--- src/rtl/key_debounce_fsm.sv ---
// Multi-key debouncer: per-key 2-flop synchronizer feeding a 4-state qualify FSM.
// Optional macro KEY_REPEAT_EN adds auto-repeat press pulses while a key stays held.

module key_debounce_lane #(
    parameter int CNT_MAX    = 240000,
    parameter int REPEAT_DLY = 6000000,
    parameter int REPEAT_PER = 1200000
) (
    input  logic clk,
    input  logic rst,
    input  logic key_raw,
    output logic pulse,
    output logic level
);
    localparam int CNT_W = $clog2(CNT_MAX);

    if (CNT_MAX < 2) begin : g_bad_cnt
        $error("CNT_MAX must be at least 2");
    end
    if (REPEAT_DLY < 1 || REPEAT_PER < 1) begin : g_bad_rep
        $error("REPEAT_DLY and REPEAT_PER must be at least 1");
    end

    typedef enum logic [1:0] {RELEASED, PRESS_WAIT, PRESSED, RELEASE_WAIT} state_t;

    state_t           state_q, state_d;
    logic [CNT_W-1:0] cnt_q, cnt_d;
    logic             sync_a, sync_k;
    logic             pulse_d, level_d;
    logic             cnt_done;

    assign cnt_done = (cnt_q == CNT_W'(CNT_MAX - 1));

`ifdef KEY_REPEAT_EN
    localparam int REP_MAX = (REPEAT_DLY > REPEAT_PER) ? REPEAT_DLY : REPEAT_PER;
    localparam int REP_W   = $clog2(REP_MAX + 1);

    logic [REP_W-1:0] rep_q, rep_d;
    logic             rep_first_q, rep_first_d;
    logic             rep_hit;

    // First repeat waits the long delay, later ones the short period
    assign rep_hit = rep_first_q ? (rep_q == REP_W'(REPEAT_DLY - 1))
                                 : (rep_q == REP_W'(REPEAT_PER - 1));
`endif

    always_ff @(posedge clk) begin
        if (rst) begin
            sync_a  <= 1'b1;
            sync_k  <= 1'b1;
            state_q <= RELEASED;
            cnt_q   <= '0;
            pulse   <= 1'b0;
            level   <= 1'b0;
`ifdef KEY_REPEAT_EN
            rep_q       <= '0;
            rep_first_q <= 1'b1;
`endif
        end else begin
            sync_a  <= key_raw;
            sync_k  <= sync_a;
            state_q <= state_d;
            cnt_q   <= cnt_d;
            pulse   <= pulse_d;
            level   <= level_d;
`ifdef KEY_REPEAT_EN
            rep_q       <= rep_d;
            rep_first_q <= rep_first_d;
`endif
        end
    end

    always_comb begin
        state_d = state_q;
        cnt_d   = cnt_q;
        pulse_d = 1'b0;
        level_d = level;
`ifdef KEY_REPEAT_EN
        rep_d       = rep_q;
        rep_first_d = rep_first_q;
`endif
        unique case (state_q)
            RELEASED: begin
                if (!sync_k) begin
                    state_d = PRESS_WAIT;
                    cnt_d   = '0;
                end
            end
            PRESS_WAIT: begin
                if (sync_k) begin
                    state_d = RELEASED;
                    cnt_d   = '0;
                end else if (cnt_done) begin
                    state_d = PRESSED;
                    level_d = 1'b1;
                    pulse_d = 1'b1;
`ifdef KEY_REPEAT_EN
                    rep_d       = '0;
                    rep_first_d = 1'b1;
`endif
                end else begin
                    cnt_d = cnt_q + 1'b1;
                end
            end
            PRESSED: begin
                if (sync_k) begin
                    state_d = RELEASE_WAIT;
                    cnt_d   = '0;
                end
`ifdef KEY_REPEAT_EN
                else if (rep_hit) begin
                    pulse_d     = 1'b1;
                    rep_d       = '0;
                    rep_first_d = 1'b0;
                end else begin
                    rep_d = rep_q + 1'b1;
                end
`endif
            end
            RELEASE_WAIT: begin
                // Repeat counter is left untouched here so a glitchy release resumes it
                if (!sync_k) begin
                    state_d = PRESSED;
                end else if (cnt_done) begin
                    state_d = RELEASED;
                    level_d = 1'b0;
                end else begin
                    cnt_d = cnt_q + 1'b1;
                end
            end
            default: state_d = RELEASED;
        endcase
    end
endmodule

module key_debounce_fsm #(
    parameter int N          = 3,
    parameter int CNT_MAX    = 240000,
    parameter int REPEAT_DLY = 6000000,
    parameter int REPEAT_PER = 1200000
) (
    input  logic         clk,
    input  logic         rst,
    input  logic [N-1:0] key,
    output logic [N-1:0] key_pulse,
    output logic [N-1:0] key_state
);
    for (genvar i = 0; i < N; i++) begin : g_lane
        key_debounce_lane #(
            .CNT_MAX   (CNT_MAX),
            .REPEAT_DLY(REPEAT_DLY),
            .REPEAT_PER(REPEAT_PER)
        ) u_lane (
            .clk    (clk),
            .rst    (rst),
            .key_raw(key[i]),
            .pulse  (key_pulse[i]),
            .level  (key_state[i])
        );
    end
endmodule

--- config.mk ---
export PLATFORM = sky130hd
export DESIGN_NAME = key_debounce_fsm
export DESIGN_NICKNAME = d
export VERILOG_FILES = /design/src/rtl/key_debounce_fsm.sv
export SDC_FILE = /design/constraint.sdc
export NUM_CORES = 1
export LEC_CHECK = 0
export ABC_AREA = 1
export CAP_MARGIN = 30
export CELL_PAD_IN_SITES_DETAIL_PLACEMENT = 1
export CELL_PAD_IN_SITES_GLOBAL_PLACEMENT = 1
export CORE_ASPECT_RATIO = 2
export CORE_UTILIZATION = 34
export CTS_CLUSTER_SIZE = 25
export DETAILED_ROUTE_END_ITERATION = 10
export HOLD_SLACK_MARGIN = 0.05
export PLACE_DENSITY = 0.7
export SLEW_MARGIN = 25
export SYNTH_ARGS = -nofsm -noshare
export SYNTH_HDL_FRONTEND = slang
export SYNTH_SLANG_ARGS = --single-unit
--- constraint.sdc ---
create_clock -name clk -period 1.49 [get_ports clk]
set_clock_uncertainty 0.05 [all_clocks]
set_input_delay 0.447 -clock clk [delete_from_list [all_inputs] [get_ports clk]]
set_output_delay 0.447 -clock clk [all_outputs]
set_load 0.03 [all_outputs]
## Yosys cells after proc, flatten, opt, wreduce, memory -nomap -nowiden

Cells that the tools add are included.

| storage, ports and cells | value |
|---|---|
| bits in registers | 72 |
| input port bits | 5 |
| output and inout port bits | 6 |
| word-level logic and storage cells | 135 |

| cells by class | value |
|---|---|
| add/subtract/negate cells | 3 |
| equality and inequality tests | 36 |
| multiplexer cells | 57 |
| bitwise logic cells | 3 |
| reduce and logical (&&, ||, !) cells | 18 |

Operator list:

| cell | number |
|---|---|
| 18-bit two-way mux | 15 |
| 18-bit one-hot mux with 4 select lines | 3 |
| 18-bit by 1-bit adder with 18-bit output, second input constant | 3 |
| 18-bit equality test, second input constant | 3 |
| 2-bit two-way mux | 18 |
| 2-bit by 1-bit inequality test with 1-bit output, second input constant | 12 |
| 2-bit one-hot mux with 4 select lines | 3 |
| 1-bit two-way mux | 15 |
| 5-bit AND reduction | 3 |
| 2-bit equality test, second input constant | 6 |
| 2-bit inequality test, second input constant | 6 |
| 4-bit AND reduction | 3 |
| 3-bit by 1-bit inequality test with 1-bit output, second input constant | 3 |
| 3-bit inequality test, second input constant | 3 |
| 3-bit AND reduction | 3 |
| 3-bit OR reduction | 3 |
| 2-bit by 1-bit equality test with 1-bit output, second input constant | 3 |
| 2-bit zero test | 3 |
| 1-bit one-hot mux with 2 select lines | 3 |
| 2-bit nonzero test | 3 |
| 1-bit inverter | 3 |

## Longest topological paths before layout

Gate-level depths: netlist of the first run.

| logic depth | value |
|---|---|
| depth after elaboration | 4 |
| depth in mapped cells | 10 |
| mapped depth without buffers | 10 |

## Hierarchy

From an unflattened synthesis of the first run, not the netlist that was laid out.

| unflattened totals | value |
|---|---|
| cell total of the unflattened synthesis | 594 |
| area total of the unflattened synthesis | 4053.9 µm² |

Modules (own cells, without submodules):

| module | times used | cells each | area each (µm²) | sequential area each (µm²) |
|---|---|---|---|---|
| key_debounce_lane (g_lane[0].u_lane ...) | 2 | 198 | 1346.3 | 480.5 |
| key_debounce_lane (g_lane[2].u_lane) | 1 | 198 | 1361.3 | 480.5 |

## Worst setup path after synthesis of the first run

No wires, ideal clock.

| timing | value |
|---|---|
| kind | register -> register |
| start | reg g_lane[1].u_lane.cnt_q[0] |
| end | reg g_lane[1].u_lane.cnt_q[14] |
| setup time | 0.122 ns |
| data arrival time | 1.254 ns |
| required time | 1.318 ns |
| setup slack | 0.065 ns |
| cell stages (with the launch flop) | 9 |
| path buffers | 0 |
| period minus slack after synthesis | 1.425 ns |
| cell sequence | dfxtp_1 > ha_1 > nand2_2 > inv_1 > nand4_1 > nor2_1 > nand2_1 > o21ai_0 > a21oi_1 |

| on the way | value |
|---|---|
| longest elaborated chain between the ends | 4 |
| elaborated cells between the ends (all ways) | 6 |
| classes of those cells | 1 x add/sub; 1 x eq/ne; 4 x mux |

Ends and longest elaborated chain:

| item | line | text |
|---|---|---|
| start, declared | 27 | `logic [CNT_W-1:0] cnt_q, cnt_d;` |
| start signal, assigned | 63 | `cnt_q <= cnt_d;` |
| 18-bit by 1-bit adder with 18-bit output or 18-bit equality test (tied branches) | 102, 128, 32 |  |
| 18-bit two-way mux * | 93, 124 |  |
| 18-bit two-way mux (on tied branches) | 122, 90 |  |
| 18-bit one-hot mux with 4 select lines * | 82 | `unique case (state_q)` |

Every way passes the cells marked *; elsewhere a longest branch is shown, timed or not. The select of a mux whose other input is x is not followed.
A chain may end at the register's enable or synchronous reset.

## Worst setup path in the final report of the first run

| timing | value |
|---|---|
| start | reg g_lane[1].u_lane.cnt_q[2] |
| end | reg g_lane[1].u_lane.level |

| on the way | value |
|---|---|
| longest elaborated chain between the ends | 3 |
| elaborated cells between the ends (all ways) | 4 |
| classes of those cells | 3 x eq/ne; 1 x reduce/logical |

Ends and longest elaborated chain:

| item | line | text |
|---|---|---|
| 18-bit equality test * | 32 | `assign cnt_done = (cnt_q == CNT_W'(CNT_MAX - 1));` |
| 2-bit by 1-bit inequality test with 1-bit output (no source line) | -- |  |
| 5-bit AND reduction (no source line) * | -- |  |
| end signal, assigned | 65 | `level <= level_d;` |
| end, declared | 13 | `output logic level` |

Every way passes the cells marked *; elsewhere a longest branch is shown, timed or not.

==> flow_metrics.tcl, run 1 <==
set metrics [dict create \
    status "finished with violations" \
    violations "setup timing" \
    ant_nets 0 \
    max_freq_mhz 656.6 \
    setup.worst_path.start "g_lane[1].u_lane.cnt_q[2]" \
    hp-class "register to register" \
    r2r_start "g_lane[1].u_lane.cnt_q[2]" \
    grt_pass1_wl_um 22530 \
    routedWlPerCell_um 16.66 \
    async_flop_share 0 \
    core_sq_um 11840 \
    cts_root_buf "clkbuf_16" \
    grt_pass1_vias 4797 \
    cts_sinks 72 \
    grt_max_degree 37 \
    yosysMostFrequentCell "nand2_1" \
    numPortBuffers 10 \
    cts_hold_buf 0 \
    drtPass1Iterations 4 \
    drv_cap 0 \
    synth_warnings 0 \
    syn2layout_area_growth_pct 35.71 \
    worstMarginPinSlew_ps 326.1 \
    utilization 0.4787 \
    period_needed_ps 1523 \
    clk_latency_ps 350 \
    yosysUniqueCellTypes 36 \
    drive_gt1_frac 0.3439 \
    clock_path_buffers 2 \
    synth_ff_type "dfxtp_1" \
    place_ws_ps -191.6 \
    ys_top_cells_by_count "162 x nand2_1, 73 x inv_1, 72 x dfxtp_1" \
    vdd_drop_max_v 0.0005863 \
    drt-total-wl_um 14470 \
    die-area_sq_um 12760 \
    drv_slew 0 \
    antenna_found_initial 0 \
    synthCells 641 \
    setup_viol 6 \
    die_h_um 158.7 \
    remaining_drc_errors 0 \
    timing.rr.end "g_lane[1].u_lane.level" \
    startpoint_type "register" \
    r2r_cells 7 \
    crit_path_max_fanout 4 \
    cts_buffers 9 \
    cp-end-kind "register" \
    initial_core_util 0.3527 \
    synthTopCellsByArea "dfxtp_1 35%, nand2_1 15%, nand3_1 6.6%" \
    rsz0062_at_grt "true" \
    die_x_um 80.37 \
    cp.required_ps 1690 \
    diodes 0 \
    syn_area_per_cell_sq_um 6.516 \
    viasPerCell 5.283 \
    nNetsFinal 727 \
    path_clk_slew_ps 70 \
    min_path_cells 1 \
    yosysTopAreaCellShare 0.3451 \
    synth-edff-count 0 \
    ios 11 \
    hold_violations 0 \
    yosysSeqAreaShare 0.3451 \
    synth_largest_area_cell "dfxtp_1" \
    tns_ps -101.7 \
    synthesis.nets 649 \
    fin_crit_sh 1.022 \
    dp.final_hpwl_um 10520 \
    p_per_area_nw_per_um2 773.8 \
    ys_ff_latch 72 \
    min_from "g_lane[1].u_lane.sync_a" \
    ff2ff_setup_slack_ps -30 \
    leakage_uw 0.002154 \
    critPathKind "register to register" \
    timing.slew.headroom 0.7818 \
    cts_tree "built" \
    vias 4591 \
    setup_ws_ps -32.99 \
    track_usage 0.2286 \
    holdWs_ps 359.7 \
    drtIter0Drc 183 \
    rows 56 \
    gp_congestion 0.8690 \
    grt_overflow 0 \
    ctsHtreeMaxLevel 3 \
    netlist_area_sq_um 4177 \
    holdPathEnd "g_lane[1].u_lane.sync_k" \
    worst-endpoint-arrival_ps 1720 \
]
## where the power goes
group / leakage, uW / internal (uW) / total (uW) / switching, uW
combinational: 0.00142 / 63.3 / 175 / 111
clock: 0.000139 / 1310 / 2270 / 957
sequential: 0.000593 / 1930 / 1940 / 7.71
## cell families after synthesis
group / count (synthesis) / synth area share
xor+xnor: 3 / 0.006292
buf+inv: 106 / 0.1064
simple gates: 353 / 0.4014
fa+ha+maj: 3 / 0.008988
flops: 72 / 0.3451
compound gates: 104 / 0.1318
## registers in the layout, summed over array words and instances, names as in the netlist, named ones only
signal	count
g_lane.u_lane.cnt_q	54
g_lane.u_lane.level	3
g_lane.u_lane.pulse	3
g_lane.u_lane.state_q	3
g_lane.u_lane.sync_a	3
g_lane.u_lane.sync_k	3
## area by class of cell
class / count / area, sq um
repair buffers: 86 / 708.2
well taps: 145 / 181.4
inverters: 87 / 336.6
clock inverters: 7 / 78.83
fillers: 1522 / 6173
clock buffers: 9 / 225.2
multi-input cells: 463 / 2668
flip-flops and latches: 72 / 1470
## layout by cell type, fill, tap and decap left out, types with 5 or more instances in the layout
| cell type | synthesis | routed |
|---|---|---|
| nand2_1 | 162 | 144 |
| nand4_1 | 14 | 14 |
| clkbuf_16 | 0 | 9 |
| o21ai_1 | 7 | 16 |
| nor2_2 | 15 | 15 |
| nand2_2 | 7 | 18 |
| nor3_2 | 2 | 5 |
| nor3_1 | 11 | 6 |
| inv_2 | 12 | 16 |
| nor2_4 | 9 | 21 |
| a21oi_1 | 54 | 50 |
| nand3_1 | 55 | 45 |
| dfxtp_1 | 72 | 49 |
| a21oi_2 | 2 | 5 |
| o21ai_0 | 31 | 21 |
| nand3_4 | 0 | 5 |
| dfxtp_2 | 0 | 23 |
| inv_1 | 73 | 65 |
| nor2_1 | 59 | 47 |
| buf_4 | 8 | 75 |
| nand3_2 | 6 | 11 |
| or2_2 | 7 | 7 |
| nand2_4 | 1 | 8 |
## layer usage
layer  routed length [um]  vias to the layer above  GRT usage
met5                    0                        -          0
met4                  592                        0     0.1177
met3                  266                       51    0.03448
met2                 8739                       70     0.4534
met1                 4875                     2248     0.2085
li1                     -                     2222          -
## repair_timing
action,4_1_cts,5_1_grt
hold endpoints to repair,0,0
endpoints found under the setup margin,36,62
gates resized for setup,36,102
buffers inserted,5,8
pin swaps,14,28
## worst max-delay path: stages, from the launching register on
cell	delay, ps
dfxtp_1	490
nand2_4	110
buf_6	140
nor2_4	170
nand4_1	190
buf_4	190
nand3_2	50
o21ai_2	50
## worst max path at each step
stage	endpoint	cells past startpoint
after global routing	g_lane[2].u_lane.level	9
after floorplan	g_lane[1].u_lane.cnt_q[14]	8
after detailed placement	g_lane[2].u_lane.cnt_q[5]	7
after global placement	g_lane[2].u_lane.cnt_q[5]	7
final	g_lane[1].u_lane.level	7
after CTS	g_lane[0].u_lane.cnt_q[14]	8
## per-stage QoR
stage	total power [uW]	std cells	area, sq um
global route	4521	869	5668
detailed placement	2147	840	4838
floorplan	2072	641	4177
finish	4386	869	5668
CTS	4405	861	5291
global placement	2143	840	4838
Note: power is estimated with default switching activity, not from simulation.
==> run 2, diff against run 1 <==
--- a/config.mk
+++ b/config.mk
@@ -13,9 +13,11 @@
 export CORE_UTILIZATION = 34
 export CTS_CLUSTER_SIZE = 25
 export DETAILED_ROUTE_END_ITERATION = 10
+export GPL_ROUTABILITY_DRIVEN = 1
 export HOLD_SLACK_MARGIN = 0.05
+export MAX_ROUTING_LAYER = met4
 export PLACE_DENSITY = 0.7
-export SLEW_MARGIN = 25
+export SLEW_MARGIN = 20
 export SYNTH_ARGS = -nofsm -noshare
 export SYNTH_HDL_FRONTEND = slang
 export SYNTH_SLANG_ARGS = --single-unit
==> run 2 against run 1 <==
Net effect: the run still ends with setup timing left; final area is 0.24% lower; power is 0.16% lower; routed wire length is 0.64% lower; utilization is 0.12 points lower; first-iteration DRC count is 15% lower; largest power group unchanged; combinational power hardly changed; register-to-register slack hardly changed; clock power hardly changed; critical path depth is 2 higher; sequential cell count stayed put; highest routed layer unchanged.
==> flow_metrics.tcl, run 2 (synthesis results as in run 1) <==
set metrics [dict create \
    syn2layout_area_growth_pct 35.38 \
    vias 4579 \
    dr_wl_met2_um 8598 \
    layout_commonest_cell "nand2_1" \
    tns_ps -33.08 \
    hold_violations 0 \
    grt_pass1_wl_um 22490 \
    grt_pass1_vias 4801 \
    setup_viol 2 \
    track_usage 0.2346 \
    routedWlPerCell_um 16.53 \
    ff2ff_setup_slack_ps -20 \
    cp.required_ps 1720 \
    clk_latency_ps 350 \
    setup_ws_ps -18.19 \
    antenna_found_initial 0 \
    period_needed_ps 1508 \
    core_sq_um 11840 \
    largest_reg_flops 54 \
    nNetsFinal 728 \
    wl_met3_um 293 \
    fin_total_pwr_uw 4379 \
    numPortBuffers 10 \
    ios 11 \
    remaining_drc_errors 0 \
    worstMarginPinSlew_ps 334.7 \
    worst-endpoint-arrival_ps 1740 \
    path_clk_slew_ps 60 \
    clock_path_buffers 2 \
    violations "setup timing" \
    drtPass1Iterations 4 \
    die_h_um 158.7 \
    grt_overflow 0 \
    ctsHtreeMaxLevel 3 \
    fin_crit_sh 1.012 \
    cts_tree "built" \
    min_from "g_lane[1].u_lane.sync_a" \
    diodes 0 \
    grt_max_degree 37 \
    initial_core_util 0.3527 \
    path_buf_inv 1 \
    highest_layer "met4" \
    cpMaxStageDelayCell "dfxtp_2" \
    hp-class "register to register" \
    startpoint_type "register" \
    crit_path_max_fanout 4 \
    cp_slowest_stage_delay_ps 360 \
    intPower_uw 3308 \
    crit_family "simple AND/OR/NAND/NOR gates" \
    vdd_drop_max_v 0.0005868 \
    r2r_start "g_lane[2].u_lane.cnt_q[1]" \
    die_x_um 80.37 \
    dp.final_hpwl_um 10520 \
    timing.slew.headroom 0.7760 \
    drtIter0Drc 155 \
    layout_common_cells "146 x nand2_1, 76 x buf_4, 65 x inv_1, 51 x a21oi_1, 48 x dfxtp_1" \
    drv_slew 0 \
    critPathKind "register to register" \
    wl_met1_um 4859 \
    utilization 0.4775 \
    cts_buffers 9 \
    gp_congestion 0.8831 \
    cts_sinks 72 \
    switching_share 0.2444 \
    p_sw_uw 1070 \
    viasPerCell 5.263 \
    place_ws_ps -191.6 \
    fillCellCount 1530 \
    die-area_sq_um 12760 \
    regMostFlops "g_lane.u_lane.cnt_q" \
    final_cell_area_sq_um 5654 \
    status "finished with violations" \
    ant_nets 0 \
    p_per_area_nw_per_um2 774.4 \
    max_freq_mhz 663.0 \
    rsz0062_at_grt "true" \
    power_frac_clock 0.517 \
    post_dp_cell_area_sq_um 4838 \
    drt-total-wl_um 14380 \
    drv_cap 0 \
    setup.worst_path.start "g_lane[2].u_lane.cnt_q[1]" \
    leakage_uw 0.002140 \
    cp-end-kind "register" \
    cts_root_buf "clkbuf_16" \
    rows 56 \
    crit_chain "ha_4 > nand2_4 > inv_4 > nand3_4 > nor2_4 > nand3_4 > nor2_4 > nand3_2 > o21ai_2" \
    drive_gt1_frac 0.3421 \
    comb_power_share 0.040 \
    pwr-share-seq 0.444 \
]
## run 2: area by class of cell
class | instances | area [sq um] | area share
clock buffer | 9 | 225.2 | 0.03983
clock inverter | 7 | 78.83 | 0.01394
multi-input combinational | 463 | 2650 | 0.4687
tap | 145 | 181.4 | 0.03209
sequential | 72 | 1471 | 0.2602
inverter | 87 | 331.6 | 0.05864
timing repair buffer | 87 | 715.7 | 0.1266
## run 2: power by group through the flow
stage / combinational [uW] / sequential, uW / clock (uW)
6_report: 173 / 1940 / 2260
5_1_grt: 189 / 1940 / 2390
4_1_cts: 165 / 1940 / 2300
3_5_place_dp: 163 / 1980 / 0
3_3_place_gp: 159 / 1980 / 0
2_1_floorplan: 89.7 / 1980 / 0
## run 2: through the flow
step                instances  hold WS, ps
detailed placement        840        345.8
finish                    870        359.4
CTS                       861        360.6
global route              870        384.5
global placement          840        346.0
floorplan                 641        339.5
## run 2: worst paths after layout
| check | endpoint | depth (start not counted) |
|---|---|---|
| setup reg to reg | g_lane[2].u_lane.level | 9 |
| hold / removal | g_lane[1].u_lane.sync_k | 1 |
| setup / recovery | g_lane[2].u_lane.level | 9 |
| hold reg to reg | g_lane[1].u_lane.sync_k | 1 |
## run 2: worst register-to-register path, delay by kind of cell, from the launching register on
kind | cells | cell delay [ps]
compound gates | 1 | 130
simple gates | 6 | 700
buf+inv | 1 | 70
fa+ha+maj | 1 | 150
flops | 1 | 360
## run 2: repair_timing
action                                  in CTS  in global routing
pin swaps                                   14                 31
endpoints found under the setup margin      36                 63
hold endpoints to repair                     0                  0
resized for setup                           36                 97
setup buffers                                5                  9
hold buffers                                 0                  0
## run 2: routing by layer
metal | up-vias | global-route usage
met5 | - | -
met4 | 0 | 0.1177
met1 | 2229 | 0.2077
met3 | 51 | 0.03448
met2 | 76 | 0.4534
li1 | 2223 | -
==> run 3, diff against run 2 <==
--- a/config.mk
+++ b/config.mk
@@ -13,7 +13,6 @@
 export CORE_UTILIZATION = 34
 export CTS_CLUSTER_SIZE = 25
 export DETAILED_ROUTE_END_ITERATION = 10
-export GPL_ROUTABILITY_DRIVEN = 1
 export HOLD_SLACK_MARGIN = 0.05
 export MAX_ROUTING_LAYER = met4
 export PLACE_DENSITY = 0.7
==> results of run 3 <==
No change in the layout: final DEF, timing and power equal those of run 2.
